==> config.mk <==
export PLATFORM = sky130hd
export DESIGN_NAME = tdc_edge_ctrl_flat
export DESIGN_NICKNAME = d
export VERILOG_FILES = /design/src/rtl/tdc_edge_ctrl_if.sv /design/src/rtl/tdc_edge_ctrl.sv /design/src/flat_wrapper.sv
export SDC_FILE = /design/constraint.sdc
export NUM_CORES = 1
export LEC_CHECK = 0
export CAP_MARGIN = 30
export CORE_MARGIN = 5
export CORE_UTILIZATION = 54
export CTS_CLUSTER_DIAMETER = 40
export DETAILED_ROUTE_END_ITERATION = 7
export PLACE_DENSITY = 0.8
export REMOVE_ABC_BUFFERS = 1
export SYNTH_ARGS = -nofsm -noshare
export SYNTH_HDL_FRONTEND = slang
export SYNTH_SLANG_ARGS = --single-unit
==> constraint.sdc <==
create_clock -name iClk -period 3.7 [get_ports iClk]
set_input_delay 0.925 -clock iClk [delete_from_list [all_inputs] [get_ports iClk]]
set_output_delay 0.925 -clock iClk [all_outputs]
set_load 0.005 [all_outputs]
==> src/rtl/tdc_edge_ctrl_if.sv <==
// -----------------------------------------------------------------------------
// tdc_edge_ctrl_if
// Bundles the command, edge-event and result handshake signals of the TDC
// measurement controller.
//   slave  : controller side (takes commands/events, drives the result)
//   master : sequencer/consumer side (drives commands/events, takes result)
// Signals:
//   iArm, iAbort       arm request / abort current measurement
//   iRise, iFall       one-cycle edge pulses from the edge detector
//   iReady             consumer ready for the result
//   oBusy, oValid      measuring / result available
//   oRiseTs, oFallTs   coarse timestamps of the rise and fall events
//   oWidth             oFallTs - oRiseTs (modulo 2^CNT_W)
//   oTimeout, oLost    window expired / extra rise seen while waiting for fall
// -----------------------------------------------------------------------------
interface tdc_edge_ctrl_if #(
    parameter int CNT_W = 16
);
    logic             iArm;
    logic             iAbort;
    logic             iRise;
    logic             iFall;
    logic             iReady;
    logic             oBusy;
    logic             oValid;
    logic [CNT_W-1:0] oRiseTs;
    logic [CNT_W-1:0] oFallTs;
    logic [CNT_W-1:0] oWidth;
    logic             oTimeout;
    logic             oLost;

    modport slave (
        input  iArm, iAbort, iRise, iFall, iReady,
        output oBusy, oValid, oRiseTs, oFallTs, oWidth, oTimeout, oLost
    );

    modport master (
        output iArm, iAbort, iRise, iFall, iReady,
        input  oBusy, oValid, oRiseTs, oFallTs, oWidth, oTimeout, oLost
    );
endinterface

==> src/rtl/tdc_edge_ctrl.sv <==
// -----------------------------------------------------------------------------
// tdc_edge_ctrl
// Single-shot pulse measurement controller for the TDC edge detector. An arm
// request opens a window of TIMEOUT cycles and starts a coarse counter; the
// first rise and the following fall are timestamped, the pulse width is
// computed, and the result is offered over a valid/ready handshake.
// Ports:
//   iClk  system clock
//   iRst  asynchronous active-low reset
//   bus   tdc_edge_ctrl_if.slave (commands, edge events, result handshake)
// Notes:
//   - While idle, every result field reads 0; fields are cleared on any
//     return to idle and again when a new measurement is armed.
//   - A rise on the very last window cycle while still waiting for the first
//     rise cannot complete a pulse, so the timeout is taken and the rise is
//     not recorded.
//   - iAbort outranks everything, including an arm request while idle.
// -----------------------------------------------------------------------------
module tdc_edge_ctrl #(
    parameter int CNT_W   = 16,
    parameter int TIMEOUT = 1000
) (
    input  logic                 iClk,
    input  logic                 iRst,
    tdc_edge_ctrl_if.slave       bus
);

    typedef enum logic [1:0] {
        S_IDLE      = 2'd0,
        S_ARMED     = 2'd1,
        S_WAIT_FALL = 2'd2,
        S_DONE      = 2'd3
    } state_t;

    localparam logic [CNT_W-1:0] LAST_CNT = CNT_W'(TIMEOUT - 1);

    state_t           r_state;
    state_t           w_next;
    logic [CNT_W-1:0] r_cnt;
    logic [CNT_W-1:0] r_rise_ts;
    logic [CNT_W-1:0] r_fall_ts;
    logic [CNT_W-1:0] r_width;
    logic             r_busy;
    logic             r_valid;
    logic             r_timeout;
    logic             r_lost;

    logic             w_last;
    logic             w_cap_rise;
    logic             w_cap_fall;
    logic             w_set_lost;
    logic             w_set_to;
    logic             w_next_busy;

    assign w_last      = (r_cnt == LAST_CNT);
    assign w_next_busy = (w_next == S_ARMED) || (w_next == S_WAIT_FALL);

    always_comb begin
        w_next     = r_state;
        w_cap_rise = 1'b0;
        w_cap_fall = 1'b0;
        w_set_lost = 1'b0;
        w_set_to   = 1'b0;
        case (r_state)
            S_IDLE: begin
                if (bus.iArm && !bus.iAbort) begin
                    w_next = S_ARMED;
                end
            end
            S_ARMED: begin
                if (bus.iAbort) begin
                    w_next = S_IDLE;
                end else if (w_last) begin
                    // No rise can complete a pulse on the last cycle.
                    w_set_to = 1'b1;
                    w_next   = S_DONE;
                end else if (bus.iRise) begin
                    // A simultaneous fall belongs to no pulse yet; dropped.
                    w_cap_rise = 1'b1;
                    w_next     = S_WAIT_FALL;
                end
            end
            S_WAIT_FALL: begin
                if (bus.iAbort) begin
                    w_next = S_IDLE;
                end else begin
                    w_set_lost = bus.iRise;
                    if (bus.iFall) begin
                        // Fall on the last cycle still completes the pulse.
                        w_cap_fall = 1'b1;
                        w_next     = S_DONE;
                    end else if (w_last) begin
                        w_set_to = 1'b1;
                        w_next   = S_DONE;
                    end
                end
            end
            S_DONE: begin
                if (bus.iAbort || bus.iReady) begin
                    w_next = S_IDLE;
                end
            end
            default: begin
                w_next = S_IDLE;
            end
        endcase
    end

    always_ff @(posedge iClk or negedge iRst) begin
        if (!iRst) begin
            r_state   <= S_IDLE;
            r_cnt     <= '0;
            r_rise_ts <= '0;
            r_fall_ts <= '0;
            r_width   <= '0;
            r_busy    <= 1'b0;
            r_valid   <= 1'b0;
            r_timeout <= 1'b0;
            r_lost    <= 1'b0;
        end else begin
            r_state <= w_next;
            r_busy  <= w_next_busy;
            r_valid <= (w_next == S_DONE);
            if ((w_next == S_IDLE) || (r_state == S_IDLE)) begin
                // Clearing on the arm edge makes the counter read 0 in the
                // first armed cycle.
                r_cnt     <= '0;
                r_rise_ts <= '0;
                r_fall_ts <= '0;
                r_width   <= '0;
                r_timeout <= 1'b0;
                r_lost    <= 1'b0;
            end else begin
                if (w_next_busy) begin
                    r_cnt <= r_cnt + 1'b1;
                end
                if (w_cap_rise) begin
                    r_rise_ts <= r_cnt;
                end
                if (w_cap_fall) begin
                    r_fall_ts <= r_cnt;
                    r_width   <= r_cnt - r_rise_ts;
                end
                if (w_set_lost) begin
                    r_lost <= 1'b1;
                end
                if (w_set_to) begin
                    r_timeout <= 1'b1;
                end
            end
        end
    end

    assign bus.oBusy    = r_busy;
    assign bus.oValid   = r_valid;
    assign bus.oRiseTs  = r_rise_ts;
    assign bus.oFallTs  = r_fall_ts;
    assign bus.oWidth   = r_width;
    assign bus.oTimeout = r_timeout;
    assign bus.oLost    = r_lost;

endmodule

==> src/flat_wrapper.sv <==
// flat-port wrapper written by rule: the top's interface ports become plain ports
module tdc_edge_ctrl_flat 
#(
    parameter int CNT_W   = 16,
    parameter int TIMEOUT = 1000
)
  (iClk, iRst, bus_iArm, bus_iAbort, bus_iRise, bus_iFall, bus_iReady, bus_oBusy, bus_oValid, bus_oRiseTs, bus_oFallTs, bus_oWidth, bus_oTimeout, bus_oLost);
  tdc_edge_ctrl_if #(.CNT_W(CNT_W)) bus_i ();
  input  logic iClk;
  input  logic iRst;
  input wire logic [$bits(bus_i.iArm)-1:0] bus_iArm;
  input wire logic [$bits(bus_i.iAbort)-1:0] bus_iAbort;
  input wire logic [$bits(bus_i.iRise)-1:0] bus_iRise;
  input wire logic [$bits(bus_i.iFall)-1:0] bus_iFall;
  input wire logic [$bits(bus_i.iReady)-1:0] bus_iReady;
  output wire logic [$bits(bus_i.oBusy)-1:0] bus_oBusy;
  output wire logic [$bits(bus_i.oValid)-1:0] bus_oValid;
  output wire logic [$bits(bus_i.oRiseTs)-1:0] bus_oRiseTs;
  output wire logic [$bits(bus_i.oFallTs)-1:0] bus_oFallTs;
  output wire logic [$bits(bus_i.oWidth)-1:0] bus_oWidth;
  output wire logic [$bits(bus_i.oTimeout)-1:0] bus_oTimeout;
  output wire logic [$bits(bus_i.oLost)-1:0] bus_oLost;
  assign bus_i.iArm = bus_iArm;
  assign bus_i.iAbort = bus_iAbort;
  assign bus_i.iRise = bus_iRise;
  assign bus_i.iFall = bus_iFall;
  assign bus_i.iReady = bus_iReady;
  assign bus_oBusy = bus_i.oBusy;
  assign bus_oValid = bus_i.oValid;
  assign bus_oRiseTs = bus_i.oRiseTs;
  assign bus_oFallTs = bus_i.oFallTs;
  assign bus_oWidth = bus_i.oWidth;
  assign bus_oTimeout = bus_i.oTimeout;
  assign bus_oLost = bus_i.oLost;
  tdc_edge_ctrl #(.CNT_W(CNT_W), .TIMEOUT(TIMEOUT)) u_core (.iClk(iClk), .iRst(iRst), .bus(bus_i));
endmodule
==> results of run 1 <==
worst min path at each step:
| stage | startpoint | endpoint | slack (ns) |
|---|---|---|---|
| 2_1_floorplan | u_core.bus.oLost | u_core.bus.oLost | 0.49 |
| 3_3_place_gp | u_core.bus.oWidth[15] | u_core.bus.oWidth[15] | 0.48 |
| 3_5_place_dp | u_core.bus.oWidth[15] | u_core.bus.oWidth[15] | 0.49 |
| 4_1_cts | iRst | u_core.bus.oFallTs[0] | 0.49 |
| 5_1_grt | iRst | u_core.bus.oFallTs[0] | 0.51 |
| 6_report | iRst | u_core.bus.oFallTs[0] | 0.49 |
cells in the mapped netlist (all sizes together) (2+ instances only):
library cell	n	area (um2)
nand3	11	55.05
xor2	13	113.9
ha	22	275.3
xnor2	10	87.58
o21ai	19	98.84
o211ai	2	15.01
nand2b	4	25.02
nor3b	2	15.01
buf	11	81.32
a21oi	49	256.5
a2111oi	2	17.52
a211oi	3	22.52
nand4	8	50.05
nand2	54	202.7
inv	25	93.84
a311oi	2	17.52
or3	6	37.54
a31oi	3	18.77
a21o	4	30.03
a22o	20	175.2
and3	8	55.05
or2	2	12.52
nor2	32	120.1
clkbuf	10	37.54
dfrtp	70	1752
metal layers:
metal,global-route usage,up-vias,part of all wire
li1,-,1547,-
met1,0.2947,1522,0.47
met2,0.3475,63,0.47
met3,0.02644,11,0.039
met4,0.08785,0,0.015
met5,0,-,0
cell type report:
type                            instances  share of cell area
Clock inverter                          6             0.01870
Timing Repair Buffer                   66              0.1357
Multi-Input combinational cell        294              0.3994
Tap cell                               96             0.02565
Inverter                               25             0.02004
Clock buffer                            9             0.02645
Sequential cell                        70              0.3740
kinds of logic (layout without fill, tap and decap cells):
kind of cell,after synthesis,count (layout),share of synthesized area
and+or+nand+nor,134,134,0.1651
xor gates and xnor gates,23,23,0.05253
AOI/OAI and AO/OA,113,113,0.1905
DFF,70,70,0.4568
adders and majority gates,23,23,0.07700
muxes,1,1,0.002610
buffers and inverters,46,106,0.05546
stage by stage:
step           cells  setup WS [ns]  utilization  hold slack, ns
6_report         566         0.3071       0.6818          0.4887
5_1_grt          566        0.01024       0.6818          0.5090
4_1_cts          566         0.3581       0.6818          0.4862
3_5_place_dp     551        0.02017       0.6510          0.4885
3_3_place_gp     551         0.1666       0.6510          0.4843
2_1_floorplan    389         0.3032            -          0.4860
sequential cells by signal (all words and copies together), names as in the netlist:
name / flops
u_core.bus.oValid: 1
u_core.bus.oWidth: 16
u_core.r_state: 2
u_core.bus.oFallTs: 16
u_core.r_cnt: 16
u_core.bus.oLost: 1
u_core.bus.oRiseTs: 16
u_core.bus.oTimeout: 1
u_core.bus.oBusy: 1
report_power, final:
group          internal, W  switching, W
sequential        0.000777     0.0000140
combinational    0.0000886      0.000183
clock             0.000376      0.000296
worst reg2reg max path: cells and delay by family, from the launching register on:
family                   cells  cell delay, ns
flip-flops                   1            0.50
buffers and inverters        1            0.11
AND/OR/NAND/NOR              4            1.24
adder cells (fa/ha/maj)      1            0.22
AO/OA/AOI/OAI                4            1.01
cells in the final DEF (no fill, tap or decap), types with 4 or more instances in the layout:
cell type	instances
inv_1	24
dfrtp_1	70
clkdlybuf4s50_1	57
a22o_1	20
o21ai_0	17
clkbuf_8	9
nand3_1	11
xnor2_1	10
a21o_1	4
a21oi_1	48
nand2b_1	4
xor2_1	13
and3_1	7
nand4_1	8
nand2_1	54
nor2_1	32
buf_4	8
or3_1	6
ha_1	22
==> out/qor.csv, run 1 <==
metric;value;unit
Row Count;30;
vias in the first global route;3152;
CTS Sinks;70;
crit path launch;bus_iAbort;
synthesized cell area;3835;um2
critical path peak fanout;5;
worst hold path type;in -> async;
GPL Wtd Cong;0.8892;
reg2reg path depth;10;
Via Count;3143;
placed wire-length estimate;6.476;mm
Min Clock Period, post-route;3.393;ns
Setup TNS;0;ns
count of different cell masters after synthesis;53;
CTS hold repair buffers;0;
FMAX;294.7;MHz
sequential share of the synthesized area;0.4568;
via density per instance;5.553;
Slew @ Worst Pin;0.6367;ns
Fin. Hold Viols;0;
Max-slew headroom;0.5646;
fillcell total;557;
CTS root buf;clkbuf_8;
Post-synth EDFFs;0;
GRT Total Usage;0.2158;
CP max-delay cell;a2111oi_0;
I/O pin total;59;
final global-route overflow total;0;
nets;496;
layout cells sized above 1;0.07021;
Placed Instance Area;4472;um2
r2r startpoint;u_core.r_cnt[3];
RSZ-0062 raised after global routing;false;
CP delay by family, top;compound AO/OA/AOI/OAI gates;
register bit total from synthesis;70;
WP depth;12;
Worst R2R Setup Slack;0.57;ns
WS Path Type;in -> reg;
initial core utilization;0.5583;
initial antenna violation count;0;
die area;8887;um2
DR pass1 iterations;4;
Clk pin slew, worst setup/hold paths;0.07;ns
worst setup path end;u_core.r_cnt[9];
TritonCTS clock tree;done;
Antenna Violating Nets Remaining;0;
leak pwr;1.979;nW
IO buf count;58;
max cap viols;0;
WL per Instance;15.66;um
Initial DRC Count;175;
post-CTS setup buffer count;0;
multi-input logic area;1871;um2
cells after synthesis;410;
Slew Limit Fails;0;
Largest stage delay, worst path;0.58;ns
first-pass GRT wire length;15.14;mm
total CTS buffers;9;
Yosys warning count;0;
Clk Latency, worst-skew pair;0.34;ns
Critical R2R Capture;u_core.bus.oRiseTs[10];
overall power;0.001734;W
crit share post-route;0.9170;
most frequent cell on the critical path;nor2_1;
final setup violation count;0;
post-CTS resize count;0;
Die Wd;94.27;um
Die Span Y;94.27;um
Clock Skews;0.008971;ns
fraction of registers with async set/reset;1.000;
Worst Setup Start Kind;primary input;
synthesis-to-layout area growth;22.12;%
Max clock buf depth;2;
register area;1752;um2
largest net degree at the start of global routing;31;
outcome;finished, final reports clean;
maximum VDD drop;0.2240;mV
Worst EP required;3.97;ns
CP Capture Type;register;
Power per Cell Area;370.3;nW/um2
Core Area;6869;um2
# DRC;0;
Post-synth top flop;dfrtp_1;
Finished Cell Area;4683;um2
worst-path cell chain;clkdlybuf4s50_1 -> nor3b_1 -> a2111oi_0 -> a21oi_1 -> o21ai_0 -> ha_1 -> nand3_1 -> nor2_1 -> buf_4 -> nand4_1 -> xor2_1 -> nor2_1;
crit path DAT;3.66;ns
crit path buf inv count;2;
Post-Route WL;8.863;mm
number of H-tree levels;3;
Ant. Diodes;0;
Avg Cell Area, Syn;9.353;um2
Note: power is estimated with default switching activity, not from simulation.
==> run 2, diff against run 1 <==
--- a/config.mk
+++ b/config.mk
@@ -10,8 +10,10 @@
 export CORE_UTILIZATION = 54
 export CTS_CLUSTER_DIAMETER = 40
 export DETAILED_ROUTE_END_ITERATION = 7
+export GPL_ROUTABILITY_DRIVEN = 1
 export PLACE_DENSITY = 0.8
 export REMOVE_ABC_BUFFERS = 1
+export SKIP_LAST_GASP = 1
 export SYNTH_ARGS = -nofsm -noshare
 export SYNTH_HDL_FRONTEND = slang
 export SYNTH_SLANG_ARGS = --single-unit
==> results of run 2 <==
No change in the layout: final DEF, timing and power equal those of run 1.
==> run 3, diff against run 2 <==
==> constraint.sdc (replaced) <==
create_clock -name iClk -period 3.7 [get_ports iClk]
set_input_delay 0.925 -clock iClk [delete_from_list [all_inputs] [get_ports iClk]]
set_output_delay 0.925 -clock iClk [all_outputs]
set_load 0.02 [all_outputs]
==> results of run 3 <==
The final DEF is identical to that of run 1. Status: finished, final reports clean.
Among the figures that moved: total power 0.001734 W -> 0.001740 W
